`src/rtl/lv1b_trig_arbiter_pkg.sv`:
```
// Shared types and helpers for the trigger arbitration blocks.
// The round-robin search lives here so the lv1b and lv1a merge paths share one definition.
package cdt_trig_pkg;

  localparam int N_TYPE_MAX = 16;

  localparam logic ST_IDLE = 1'b0;
  localparam logic ST_DEAD = 1'b1;

  typedef enum logic {
    IDLE = ST_IDLE,
    DEAD = ST_DEAD
  } state_t;

  // Returns {found, index} of the first set bit of req, starting at ptr and
  // wrapping at n.
  // ptr is expected to be below n.
  // Bits at or above n are never examined.
  function automatic logic [4:0] first_set_from(input logic [N_TYPE_MAX-1:0] req,
                                                input logic [3:0]            ptr,
                                                input int                    n);
    logic [4:0] res;
    int         j;
    res = '0;
    for (int i = 0; i < N_TYPE_MAX; i++) begin
      j = int'(ptr) + i;
      if (j >= n) j = j - n;
      if ((i < n) && !res[4] && req[j[3:0]]) res = {1'b1, j[3:0]};
    end
    return res;
  endfunction

endpackage

```
`src/rtl/lv1b_trig_arbiter_rr_arb_n.sv`:
```
// Combinational round-robin pick.
// Grants the first requesting bit at or after ptr, wrapping around.
module rr_arb_n
  import cdt_trig_pkg::*;
#(
  parameter int N = 8
) (
  input  logic [N-1:0] req,
  input  logic [3:0]   ptr,
  output logic [3:0]   grant_idx,
  output logic         grant_vld
);

  logic [N_TYPE_MAX-1:0] req_ext;
  logic [4:0]            pick;

  // Widen the request to the package search width and run the wrap-around search
  always_comb begin
    req_ext          = '0;
    req_ext[N-1:0]   = req;
    pick             = first_set_from(req_ext, ptr, N);
  end

  assign grant_idx = pick[3:0];
  assign grant_vld = pick[4];

endmodule

```
`src/rtl/lv1b_trig_arbiter.sv`:
```
// lv1b trigger arbiter.
// Merges per-type scaled requests into one accept stream.
// Applies round-robin fairness, a programmable deadtime and a DAQ busy hold-off.
// Also keeps per-run accept/veto scalers.
module lv1b_trig_arbiter
  import cdt_trig_pkg::*;
#(
  parameter int N_TYPE = 8,
  parameter int DT_W   = 16
) (
  input  logic              clk,
  input  logic              rst,
  input  logic              in_live,
  input  logic              in_ena,
  input  logic              in_daq_busy,
  input  logic [N_TYPE-1:0] in_trig_scaled,
  input  logic [DT_W-1:0]   user_deadtime,
  input  logic [N_TYPE-1:0] user_type_mask,
  output logic              out_lv1b,
  output logic [3:0]        out_trig_type,
  output logic [N_TYPE-1:0] out_trig_pattern,
  output logic              out_busy,
  output logic [31:0]       accept_cnt,
  output logic [31:0]       veto_cnt
);

  state_t            state, state_next;
  logic [DT_W-1:0]   dead_cnt, dead_cnt_next;
  logic [3:0]        rr_ptr, rr_ptr_next;
  logic              pre_live;

  logic [N_TYPE-1:0] req;
  logic              live_edge;
  logic [3:0]        arb_ptr;
  logic [3:0]        grant_idx;
  logic              grant_vld;
  logic              can_acc;
  logic              accept;

  logic              lv1b_next;
  logic [3:0]        type_next;
  logic [N_TYPE-1:0] pattern_next;
  logic              busy_next;
  logic [31:0]       accept_cnt_next;
  logic [31:0]       veto_cnt_next;

  assign req       = in_trig_scaled & user_type_mask;
  assign live_edge = in_live & ~pre_live;
  // A new run restarts fairness at type 0, including for an accept on the edge cycle itself.
  assign arb_ptr   = live_edge ? 4'd0 : rr_ptr;
  assign can_acc   = (state == IDLE) & in_live & in_ena & ~in_daq_busy;
  assign accept    = can_acc & grant_vld;

  rr_arb_n #(.N(N_TYPE)) u_arb (
    .req       (req),
    .ptr       (arb_ptr),
    .grant_idx (grant_idx),
    .grant_vld (grant_vld)
  );

  // Next-state, deadtime, fairness pointer, scalers and registered outputs
  always_comb begin
    state_next      = state;
    dead_cnt_next   = dead_cnt;
    rr_ptr_next     = arb_ptr;
    lv1b_next       = 1'b0;
    type_next       = out_trig_type;
    pattern_next    = out_trig_pattern;
    accept_cnt_next = live_edge ? 32'd0 : accept_cnt;
    veto_cnt_next   = live_edge ? 32'd0 : veto_cnt;

    case (state)
      IDLE: begin
        if (accept) begin
          lv1b_next    = 1'b1;
          type_next    = grant_idx;
          pattern_next = req;
          rr_ptr_next  = (grant_idx == 4'(N_TYPE - 1)) ? 4'd0 : grant_idx + 4'd1;
          if (accept_cnt_next != 32'hFFFF_FFFF) accept_cnt_next = accept_cnt_next + 32'd1;
          if (user_deadtime != '0) begin
            dead_cnt_next = user_deadtime;
            state_next    = DEAD;
          end
        end
      end
      DEAD: begin
        dead_cnt_next = dead_cnt - DT_W'(1);
        if (dead_cnt == DT_W'(1)) state_next = IDLE;
      end
      default: state_next = IDLE;
    endcase

    if (in_live && (req != '0) && !accept && (veto_cnt_next != 32'hFFFF_FFFF))
      veto_cnt_next = veto_cnt_next + 32'd1;

    busy_next = (state_next == DEAD) | in_daq_busy;
  end

  // Register everything; reset drops straight back to IDLE with cleared scalers
  always_ff @(posedge clk or posedge rst) begin
    if (rst) begin
      state            <= IDLE;
      dead_cnt         <= '0;
      rr_ptr           <= 4'd0;
      pre_live         <= 1'b0;
      out_lv1b         <= 1'b0;
      out_trig_type    <= 4'd0;
      out_trig_pattern <= '0;
      out_busy         <= 1'b0;
      accept_cnt       <= 32'd0;
      veto_cnt         <= 32'd0;
    end else begin
      state            <= state_next;
      dead_cnt         <= dead_cnt_next;
      rr_ptr           <= rr_ptr_next;
      pre_live         <= in_live;
      out_lv1b         <= lv1b_next;
      out_trig_type    <= type_next;
      out_trig_pattern <= pattern_next;
      out_busy         <= busy_next;
      accept_cnt       <= accept_cnt_next;
      veto_cnt         <= veto_cnt_next;
    end
  end

endmodule

```
`config.mk`:
```
export PLATFORM = sky130hd
export DESIGN_NAME = lv1b_trig_arbiter
export DESIGN_NICKNAME = d
export VERILOG_FILES = /design/src/rtl/lv1b_trig_arbiter_pkg.sv /design/src/rtl/lv1b_trig_arbiter_rr_arb_n.sv /design/src/rtl/lv1b_trig_arbiter.sv
export SDC_FILE = /design/constraint.sdc
export NUM_CORES = 1
export LEC_CHECK = 0
export BUFFER_PORTS_ARGS = -buffer_cell sky130_fd_sc_hd__buf_4
export CORE_MARGIN = 1.5
export CORE_UTILIZATION = 33
export DETAILED_ROUTE_END_ITERATION = 6
export PLACE_DENSITY = 0.57
export SYNTH_ARGS = -nofsm -noshare
export SYNTH_HDL_FRONTEND = slang
export SYNTH_HIERARCHICAL = 1
export SYNTH_SLANG_ARGS = --single-unit
```
`constraint.sdc`:
```
create_clock -name clk -period 7.75 [get_ports clk]
set_input_delay 0.3875 -clock clk [delete_from_list [all_inputs] [get_ports clk]]
set_output_delay 0.3875 -clock clk [all_outputs]
set_load 0.05 [all_outputs]
```
==> metrics.txt <==
fmax roughly 0.17 GHz; Root Buffer Master clkbuf_16; NetSw between 0.9 and 1 mW; core area approximately 0.019 mm2; hold buffer count at cts 0; via count ~5,900; Worst IR Drop VDD around 0.13 mV; leakage power 3.40 nW; die width roughly 140 um; largest family of logic cells by synthesized area simple AND/OR/NAND/NOR gates; post-synth top area share 0.383; die height about 140 um; clk slew on worst S/H paths around 0.070 ns; CTS Buffer Depth 2; top-level port count 115; nets between 800 and 900; Synth Area in Compound Gates 0.148; number of global-route vias before repair between 5,000 and 6,000; Fin Setup TNS 0 ns; largest net degree at the start of global routing 65; outcome completed; Hold Violations, Final 0; sequential area share after synthesis 0.383; Final GP Congestion between 0.8 and 0.9; Tmin final 5.99 ns; register bit count reported by yosys 100; crit-path max FO 16; Worst Clk Skew between 0.008 and 0.009 ns; synth cell count leaders nand2_1 (112), dfrtp_1 (100), nor2_1 (53), xnor2_1 (37), nand3_1 (32); filler cell count in the final layout ~2,000; Syn-to-layout area delta 21.9%; most common cell in the netlist nand2_1; diode count 0; Sw Ratio 0.417; final count of negative-setup-slack endpoints 0; Setup crit start kind register; Final Cycle Share 0.773; Initial Utilization 0.336; Synth Area per Inst a little under 9 um2; DR vias/cell 5.34; Gate power share 0.457; Congestion Overflow GR 0; Post-CTS Setup Bufs 0; Required @ worst endpoint approximately 8 ns; Pint between 1 and 1.5 mW; number of max-cap violations 0; crit path kind reg -> reg; DIE AREA around 0.021 mm2; top post-synthesis cells by area dfrtp_1 (38%), nand2_1 (6.4%), xnor2_1 (5.0%); detailed placer's ending HPWL roughly 13,000 um; post-synthesis adder-cell area fraction 0.0288; synth unique cells 74; CTS tree yes; cts repair resizes 0; crit path DAT ~6.2 ns; Synth Instances around 730; Synthesized Nets just under 800; H-tree levels 3; Hold Worst Slack 0.0643 ns; worst relative slew slack 0.447; final-report max-slew violation count 0; Post-Synth Simple-Gate Area 0.269; layout cells sized above 1 0.216; Hold/Removal Path Class in -> async; crit end category register; CTS Buf Count 9; post-route ant nets 0; Cell Rows just over 50; mux cell area share after synthesis 0.0590; Worst Tran Pin Value between 0.8 and 0.9 ns; XOR/XNOR share of the synthesized area 0.0698; YS warnings 6; DRT Wirelength around 18,000 um; RSZ-0062 raised after global routing false; sequential power share 0.315; Port-buffer cells between 100 and 150; PwrDens approximately 280 mW/mm2; Synth Cell Area between 0.006 and 0.007 mm2; initial DRC count approximately 410; initial antenna violation count 0; clk_lat worst skew approximately 0.36 ns; wire length per cell around 16 um; FFs w/ async S/R, synth 1.00; Sink Count 100; clock power share 0.228; First-pass DRT Iterations 5; gr usage total 0.182; first-pass GRT wire length between 20,000 and 30,000 um; cell taking the most area after synthesis dfrtp_1; DRC violations left 0; EDFF count, synth 0; Synth Flop Type dfrtp_1
[cell type report]
| class | count | area, um2 | area share |
|---|---|---|---|
| clock buffer | 10 | 239 | 0.0300 |
| clock inverter | 6 | 86.3 | 0.0109 |
| inverter | 26 | 100 | 0.0126 |
| multi-input combinational | 569 | 3770 | 0.474 |
| sequential | 100 | 2500 | 0.315 |
| tap | 265 | 332 | 0.0417 |
| timing repair buffer | 123 | 923 | 0.116 |
[cells by family after synthesis]
logic type / count (synthesis)
multiplexers: 28
AO/OA/AOI/OAI: 133
XOR/XNOR: 52
adder cells (fa/ha/maj): 15
other: 1
buffers and inverters: 60
AND/OR/NAND/NOR: 340
flip-flops: 100
[critical path, stage by stage (launching register included)]
cell	delay [ns]
dfrtp_1	0.51
nand2b_2	0.33
and2_1	0.66
inv_1	0.28
ha_1	0.71
mux4_2	0.59
mux2i_1	0.19
a21oi_1	0.16
or3_1	0.41
nor2_1	0.10
nand2_1	0.06
and4bb_2	0.23
nor2b_1	0.23
o41ai_2	0.13
buf_4	0.20
nor4_1	0.67
a31oi_1	0.17
a41o_1	0.23
[final timing paths]
kind / start / end / slack [ns] / cells past startpoint
max reg2reg: pre_live / veto_cnt[30] / 1.76 / 17
min reg2reg: out_trig_type[1] / out_trig_type[1] / 0.48 / 2
max: pre_live / veto_cnt[30] / 1.76 / 17
max in group asynchronous: rst / out_trig_pattern[0] / 6.47 / 3
min: rst / out_busy / 0.06 / 2
min in group clk: in_live / pre_live / 0.19 / 1
[metal layers]
metal  vias up  track usage  share of wire
met3        15       0.0343          0.045
met1      2869        0.246           0.47
met5         -            0              0
li1       2845            -              -
met2       140        0.296           0.48
met4         0       0.0532          0.012
[power by group through the flow]
stage          Combinational, mW  Clock [mW]  Sequential (mW)
2_1_floorplan              0.658           0            0.813
3_3_place_gp                1.00           0            0.707
3_5_place_dp                1.01           0            0.706
4_1_cts                     1.01       0.521            0.698
5_1_grt                     1.11       0.541            0.711
6_report                    1.01       0.507            0.698
[sequential cells by signal, indices dropped and copies added (netlist names)]
| name | flops |
|---|---|
| rr_ptr | 4 |
| dead_cnt | 16 |
| state | 1 |
| out_trig_pattern | 8 |
| out_busy | 1 |
| out_lv1b | 1 |
| pre_live | 1 |
| out_trig_type | 4 |
| accept_cnt | 32 |
| veto_cnt | 32 |
[stage by stage]
| step | instance area [um2] | instances | utilization | setup slack, ns | power, mW |
|---|---|---|---|---|---|
| after floorplan | 6530 | 729 | - | 2.67 | 1.47 |
| after global placement | 7630 | 1083 | 0.393 | 2.04 | 1.71 |
| after detailed placement | 7630 | 1083 | 0.393 | 1.84 | 1.71 |
| after CTS | 7960 | 1099 | 0.410 | 1.82 | 2.23 |
| after global routing | 7960 | 1099 | 0.410 | 1.40 | 2.36 |
| final | 7960 | 1099 | 0.410 | 1.76 | 2.22 |
[layout by cell type (no fill, tap or decap), types with 4 or more instances in the layout]
cell type  synthesis  layout
nand3b_1           4       4
nor2b_1            8       8
or3_1             14      14
a21oi_1           29      29
o31a_1             4       4
nor4_1            18      17
mux4_2             4       4
a211oi_1          12      12
a22oi_1            7       7
mux2i_1           13      13
and3_1            13      13
nor3_1            24      24
o31ai_1            5       5
xnor2_1           37      37
xor2_1            15      15
inv_1             25      24
o21ai_0           26      26
a31o_2             4       4
a221o_1            4       4
nand3_1           32      32
o211ai_1           4       4
nor2_1            53      53
clkbuf_16          0       9
a21o_1             4       4
buf_4              2     123
mux2_2             8       8
a31oi_1            7       7
or4_1              4       4
nand4_1           20      20
and2_1            14      14
dfrtp_1          100     100
ha_1              15      15
nand2_1          112     112
Power figures use the tool's default switching activity.
